`src/rtl/load_store_unit.sv`:
```
// Load/store unit: turns one RV32I load/store request into word-wide data-memory
// accesses, with sub-word stores done as read-modify-write.
module load_store_unit #(
  parameter int DEPTH = 64
) (
  input  logic        clk,
  input  logic        rst,
  input  logic        req_valid,
  output logic        req_ready,
  input  logic        req_write,
  input  logic [2:0]  req_funct3,
  input  logic [31:0] req_addr,
  input  logic [31:0] req_wdata,
  output logic        resp_valid,
  output logic [31:0] resp_rdata,
  output logic        resp_err,
  output logic        MemRead,
  output logic        MemWrite,
  output logic [31:0] address,
  output logic [31:0] write_data,
  input  logic [31:0] read_data
);

  typedef enum logic [2:0] {IDLE, RD, WR, RMW_RD, RMW_WR, RESP} state_t;

  localparam logic [31:0] DEPTH_W = 32'(DEPTH);

  state_t      state_reg, state_next;
  logic [2:0]  funct3_reg;
  logic [31:0] addr_reg, wdata_reg, rmw_word_reg, resp_rdata_reg;
  logic        resp_err_reg;

  logic        accept;
  logic        f3_ok, misaligned, out_of_range, req_err;
  logic [7:0]  ld_byte;
  logic [15:0] ld_half;
  logic [31:0] ld_data, lane_data, merged_word;
  logic        mem_rd_state, mem_wr_state;

  assign req_ready = (state_reg == IDLE) && !rst;
  assign accept    = req_valid && req_ready;

  // Request decode, evaluated on the live request inputs in IDLE
  always_comb begin
    f3_ok = req_write ? (req_funct3 <= 3'd2)
                      : !(req_funct3 == 3'd3 || req_funct3 == 3'd6 || req_funct3 == 3'd7);
    misaligned = ((req_funct3[1:0] == 2'd1) && req_addr[0]) ||
                 ((req_funct3[1:0] == 2'd2) && (req_addr[1:0] != 2'd0));
    out_of_range = {2'b00, req_addr[31:2]} >= DEPTH_W;
    req_err = !f3_ok || misaligned || out_of_range;
  end

  always_ff @(posedge clk or posedge rst) begin
    if (rst) state_reg <= IDLE;
    else     state_reg <= state_next;
  end

  always_comb begin
    state_next = state_reg;
    case (state_reg)
      IDLE: begin
        if (accept) begin
          if (req_err)                 state_next = RESP;
          else if (!req_write)         state_next = RD;
          else if (req_funct3 == 3'd2) state_next = WR;
          else                         state_next = RMW_RD;
        end
      end
      RD:      state_next = RESP;
      WR:      state_next = RESP;
      RMW_RD:  state_next = RMW_WR;
      RMW_WR:  state_next = RESP;
      RESP:    state_next = IDLE;
      default: state_next = IDLE;
    endcase
  end

  always_comb begin
    ld_byte = read_data[{addr_reg[1:0], 3'b000} +: 8];
    ld_half = addr_reg[1] ? read_data[31:16] : read_data[15:0];
    case (funct3_reg)
      3'd0:    ld_data = {{24{ld_byte[7]}}, ld_byte};
      3'd1:    ld_data = {{16{ld_half[15]}}, ld_half};
      3'd4:    ld_data = {24'd0, ld_byte};
      3'd5:    ld_data = {16'd0, ld_half};
      default: ld_data = read_data;
    endcase
  end

  // Store data replicated across lanes; only the enabled lanes replace the captured word
  assign lane_data = funct3_reg[0] ? {2{wdata_reg[15:0]}} : {4{wdata_reg[7:0]}};

  generate
    for (genvar gi = 0; gi < 4; gi++) begin : g_lane
      localparam logic [1:0] LANE = 2'(gi);
      logic lane_en;
      assign lane_en = funct3_reg[0] ? (LANE[1] == addr_reg[1]) : (LANE == addr_reg[1:0]);
      assign merged_word[8*gi +: 8] = lane_en ? lane_data[8*gi +: 8] : rmw_word_reg[8*gi +: 8];
    end
  endgenerate

  always_ff @(posedge clk or posedge rst) begin
    if (rst) begin
      funct3_reg     <= 3'd0;
      addr_reg       <= 32'd0;
      wdata_reg      <= 32'd0;
      rmw_word_reg   <= 32'd0;
      resp_rdata_reg <= 32'd0;
      resp_err_reg   <= 1'b0;
    end else if (accept) begin
      funct3_reg     <= req_funct3;
      addr_reg       <= req_addr;
      wdata_reg      <= req_wdata;
      resp_rdata_reg <= 32'd0;
      resp_err_reg   <= req_err;
    end else begin
      case (state_reg)
        RD:     resp_rdata_reg <= ld_data;
        RMW_RD: rmw_word_reg   <= read_data;
        RESP: begin
          resp_rdata_reg <= 32'd0;
          resp_err_reg   <= 1'b0;
        end
        default: ;
      endcase
    end
  end

  assign mem_rd_state = (state_reg == RD) || (state_reg == RMW_RD);
  assign mem_wr_state = (state_reg == WR) || (state_reg == RMW_WR);

  // Write enable is gated by rst so a write never lands on a reset edge
  always_comb begin
    MemRead    = mem_rd_state;
    MemWrite   = mem_wr_state && !rst;
    address    = (mem_rd_state || mem_wr_state) ? {2'b00, addr_reg[31:2]} : 32'd0;
    write_data = 32'd0;
    if (state_reg == WR)     write_data = wdata_reg;
    if (state_reg == RMW_WR) write_data = merged_word;
  end

  assign resp_valid = (state_reg == RESP);
  assign resp_rdata = resp_rdata_reg;
  assign resp_err   = resp_err_reg;

endmodule

```
`config.mk`:
```
export PLATFORM = sky130hd
export DESIGN_NAME = load_store_unit
export DESIGN_NICKNAME = d
export VERILOG_FILES = /design/src/rtl/load_store_unit.sv
export SDC_FILE = /design/constraint.sdc
export NUM_CORES = 1
export LEC_CHECK = 0
export BUFFER_PORTS_ARGS = -buffer_cell sky130_fd_sc_hd__buf_2
export CAP_MARGIN = 20
export CORE_ASPECT_RATIO = 1.4
export CORE_MARGIN = 2
export CORE_UTILIZATION = 56
export DETAILED_ROUTE_END_ITERATION = 8
export PLACE_DENSITY = 0.89
export SETUP_SLACK_MARGIN = 0.15
export SLEW_MARGIN = 20
export SYNTH_ARGS = -nofsm -noshare
export SYNTH_HDL_FRONTEND = slang
export SYNTH_SLANG_ARGS = --single-unit
export TNS_END_PERCENT = 10
```
`constraint.sdc`:
```
create_clock -name clk -period 9.2 [get_ports clk]
set_clock_uncertainty 0.1 [all_clocks]
set_input_delay 0 -clock clk [delete_from_list [all_inputs] [get_ports clk]]
set_output_delay 0 -clock clk [all_outputs]
set_load 0.005 [all_outputs]
```
# Yosys cells after proc, flatten, opt, wreduce, memory -nomap -nowiden
# Cells that the tools add are included.
[totals]
register_bits = 135
out_inout_bits = 101
word_cells = 78
[op_classes]
order_cmp = 2
eq_ne = 18
shift = 1
mux = 24
n_bitwise = 2
reduce_logical = 24
[op_table]
columns = ["cell", "n"]
rows = [
  ["$mux W32", 4],
  ["$pmux W32 S4", 1],
  ["$pmux W32 S2", 1],
  ["$mux W8", 4],
  ["$shiftx A32 B6 Y8", 1],
  ["$ge A30 B7 Y1 const B", 1],
  ["$mux W30", 1],
  ["$eq A3 B3 Y1 const B", 6],
  ["$mux W16", 1],
  ["$eq A3 B2 Y1 const B", 4],
  ["$pmux W3 S3", 1],
  ["$logic_or A1 B1 Y1", 8],
  ["$mux W1", 8],
  ["$eq A3 B1 Y1 const B", 2],
  ["$logic_not A3 Y1", 2],
  ["$mux W3", 2],
  ["$logic_and A1 B1 Y1", 5],
  ["$eq A2 B2 Y1 const A", 2],
  ["$reduce_bool A2 Y1", 2],
  ["$le A3 B2 Y1 const B", 1],
  ["$logic_not A1 Y1", 3],
  ["$reduce_bool A3 Y1", 1],
  ["$reduce_or A3 Y1", 1],
  ["$eq A1 B2 Y1 const A", 1],
  ["other kinds (7)", 8],
]

# Depth between registers and ports, before layout
[depth]
word_depth = 11
depth_mapped = 7
ltp_nobuf = 4

# Worst setup path before layout
# Ideal clock, no wire load.
[synth_timing]
kind = "flip-flop to flip-flop"
from = "register state_reg[1]"
to = "register resp_rdata_reg[16] (netlist: resp_rdata[16])"
setup_ns = 0.067
t_arrival_ns = 1.720
required_ns = 9.033
setup_slack_ns = 7.314
stages_incl_launch_ff = 8
n_path_buf = 3
path_cell_list = "dfrtp_1 -> buf_2 -> nor3b_4 -> nand2b_2 -> or4_1 -> buf_2 -> buf_6 -> nand2_1"
[synth_via]
elab_chain_cells = 4
elab_cells_between_ends = 8
cone_classes = "eq/ne: 2; mux: 2; reduce/logical: 4"
[synth_lines]
columns = ["item", "line_no", "source"]
rows = [
  ["from (decl)", "28", "state_t state_reg, state_next;"],
  ["from (signal assigned)", "55", "else state_reg <= state_next;"],
  ["branches (longest 4 deep; another with $pmux W32 S2)", "--", ""],
  ["to (signal assigned)", "118", "RD: resp_rdata_reg <= ld_data;"],
  ["to (decl)", "30", "logic [31:0] addr_reg, wdata_reg, rmw_word_reg, resp_rdata_reg;"],
]
# Several ways; the timed one is not identified.
# A chain may end at the register's enable or synchronous reset.

# Worst setup path after layout
[layout_timing]
from = "register state_reg[0]"
to = "output write_data[4]"
[layout_via]
elab_chain_cells = 3
elab_cells_between_ends = 4
cone_classes = "eq/ne: 2; mux: 2"
[layout_lines]
columns = ["item", "line_no", "source"]
rows = [
  ["$eq A3 B2 Y1", "138", "if (state_reg == WR) write_data = wdata_reg;"],
  ["$mux W32", "138", ""],
  ["$mux W32 (*)", "139", "if (state_reg == RMW_WR) write_data = merged_word;"],
  ["to (decl)", "20", "output logic [31:0] write_data,"],
]
# Mark *: on every way between the ends. The rest lies on a longest branch, timed or not.

==> impl_metrics.yaml <==
synthesis:
  synth-seq-cells: 135
  synth.area.top_cells: "dfrtp_1, mux2_2, nand2_1, and2_1, o21ai_0"
  ys_warn_count: 0
  async_flop_share: 1.00
  synth-edff-count: 0
  ys_seq_area_frac: 0.511
  postSynthCellCount: 589
  syn_area_um2: 6610
  synth.distinct_cells: 45
  synth.top_cell.area_share: 0.511
  yosysMostFrequentCell: "dfrtp_1"
  yosys.area.top_type: "dfrtp_1"
  syn_area_per_cell_um2: 11.2
  synthTopCellsByCount: "dfrtp_1, mux2_2, nand2_1, o21ai_0, and2_1"
  synthFlopType: "dfrtp_1"
floorplanning:
  dieHeight_um: 133
  start_util: 0.568
  core.rowCount: 47
  die_w_um: 95.8
  core_area_um2: 11600
  io-pin-count: 204
  die_area_um2: 12700
placed_design:
  dp_cells: 899
  place_hpwl_mm: 13.8
  gp_congestion: 0.946
  io_buffers: 201
  dpl_cell_area_um2: 7660
critical_path:
  regToRegSetupSlack_ps: 6600
  reg2regPathDepth: 4
  critical_path_arrival_ps: 3240
  worstPathRequired_ps: 9100
  path_max_fanout: 25
  cp-start-kind: "flip-flop"
  timing.critical_path.from: "state_reg[0]"
  r2r_start: "state_reg[2]"
  endpoint: "write_data[4]"
  setup.worst_path.end_class: "output port"
  path_class: "flip-flop to output port"
  r2r_end: "resp_rdata[17]"
cells_and_area:
  synthToLayoutAreaGrowth_pct: 41.4
  final_util: 0.803
  fill_cells: 647
  drive_above_1_share: 0.400
  stdcell_area_um2: 9350
  fin_nets: 979
  fin_cells: 1037
cts:
  cts_resized: 0
  cts_buffers: 17
  clkTransAtPathRegs_ps: 70
  cts_tree: "built"
  clock_sinks: 135
  insertion_delay_ps: 430
  h-tree-depth: 4
  root_buffer: "clkbuf_16"
  clk_path_buf_depth: 2
routing:
  via_count: 6232
  wl_mm: 22.8
  routedWlPerCell_um: 22.0
  drc_errors: 0
  vias_per_cell: 6.01
  drt_iter0_drc: 426
  ant_nets: 0
  first_pass_iters: 5
timing:
  tightest_slew_ps: 1010
  final.setup.tns_ps: 0
  setup_violations: 0
  slew_headroom: 0.326
  min_period_ps: 3340
  period_share: 0.363
  hold_violations: 0
  max_freq_ghz: 0.299
  rsz0062_at_grt: "no"
  slew_viol_final: 0
pwr:
  p_leak_uw: 0.00454
  cellPowerDensity_nw_per_um2: 307
  p_sw_uw: 1090
  ir_drop_mv: 0.209
  p_clk_frac: 0.241
  p_seq_frac: 0.358
  power_frac_comb: 0.402
  swShare: 0.378
  p_int_uw: 1790
job:
  cap_violations: 0
grt:
  antenna_found_initial: 1
  globalRouteMet1Util: 0.429
  grt_usage: 0.367
  grt_overflow: 0
  busiest_layer: "met2"
  use_met3: 0.0968
  grt_pass1_wl_mm: 35.0
  grt_start_max_net_pins: 79
  grt_pass1_vias: 6520
  met2_usage: 0.598
min_path:
  hold_path_class: "input pin to async pin"
status:
  status: "finished, final reports clean"
area by class of cell:
class,count,area (um^2),share of cell area
diodes,1,2.50,0.000268
flip-flops and latches,135,3380,0.361
clock inverters,12,125,0.0134
inverters,2,10.0,0.00107
clock buffers,20,467,0.0499
repair buffers,310,2100,0.225
multi-input cells,410,3070,0.329
well taps,147,184,0.0197
repair_timing:
action / 4_1_cts / 5_1_grt
hold endpoints to repair: 212 / 0
hold buffers: 104 / 0
setup buffers: 0 / 0
per-layer routing:
metal,vias to the layer above,part of all wire,wire [um]
met1,3047,0.35,8060
met5,-,0,0
met4,0,0.071,1610
met3,121,0.078,1790
li1,2681,-,-
met2,383,0.50,11300
power groups by stage:
stage / clock network [uW] / logic [uW] / registers [uW]
after global placement: 0 / 1010 / 999
after global routing: 719 / 1250 / 1050
after floorplan: 0 / 758 / 896
after detailed placement: 0 / 1050 / 1010
after CTS: 685 / 1100 / 1010
final: 692 / 1150 / 1030
worst max-delay path, stage by stage (launching register included):
cell and delay [ps]:
dfrtp_1 520, nor2_1 490, nand2_1 600, a21oi_1 770
a22o_1 270, buf_2 150
per-stage QoR:
stage          hold slack (ps)  total power, uW  setup slack [ps]
2_1_floorplan            -69.3             1650              5490
3_3_place_gp               103             2010              6600
3_5_place_dp               108             2060              6500
4_1_cts                    223             2790              6030
5_1_grt                    127             3020              5750
6_report                  77.2             2870              5860
how the worst min path moves through the flow:
stage	slack (ps)	cells past startpoint	end
CTS	220	3	addr_reg[3]
floorplan	-70	1	req_ready
global route	130	3	wdata_reg[6]
detailed placement	110	2	state_reg[0]
global placement	100	2	state_reg[0]
finish	80	3	wdata_reg[5]
cells in the final DEF (no fill, tap or decap), types with 4 or more instances in the layout:
master | Yosys | layout
a211o_1 | 5 | 5
a21oi_1 | 24 | 24
a22o_1 | 9 | 9
a22oi_1 | 18 | 18
a32o_1 | 8 | 8
and2_1 | 33 | 33
and3b_1 | 6 | 6
buf_2 | 7 | 201
buf_4 | 4 | 4
clkbuf_16 | 0 | 17
clkinv_2 | 0 | 5
dfrtp_1 | 135 | 135
dlygate4sd3_1 | 0 | 104
mux2_2 | 108 | 108
mux2i_1 | 17 | 17
nand2_1 | 67 | 66
nand2b_1 | 9 | 9
nor2_1 | 20 | 20
nor2b_1 | 4 | 4
nor4_1 | 7 | 7
o21ai_0 | 41 | 41
or3_1 | 5 | 5
kinds of logic after synthesis:
| kind of cell | Yosys count | synth area share |
|---|---|---|
| mux | 126 | 0.213 |
| compound gates | 117 | 0.115 |
| other cells | 1 | 0.000567 |
| xor+xnor | 2 | 0.00265 |
| buf+inv | 45 | 0.0303 |
| simple gates | 163 | 0.128 |
| flops | 135 | 0.511 |
(Power assumes the default switching activity.)
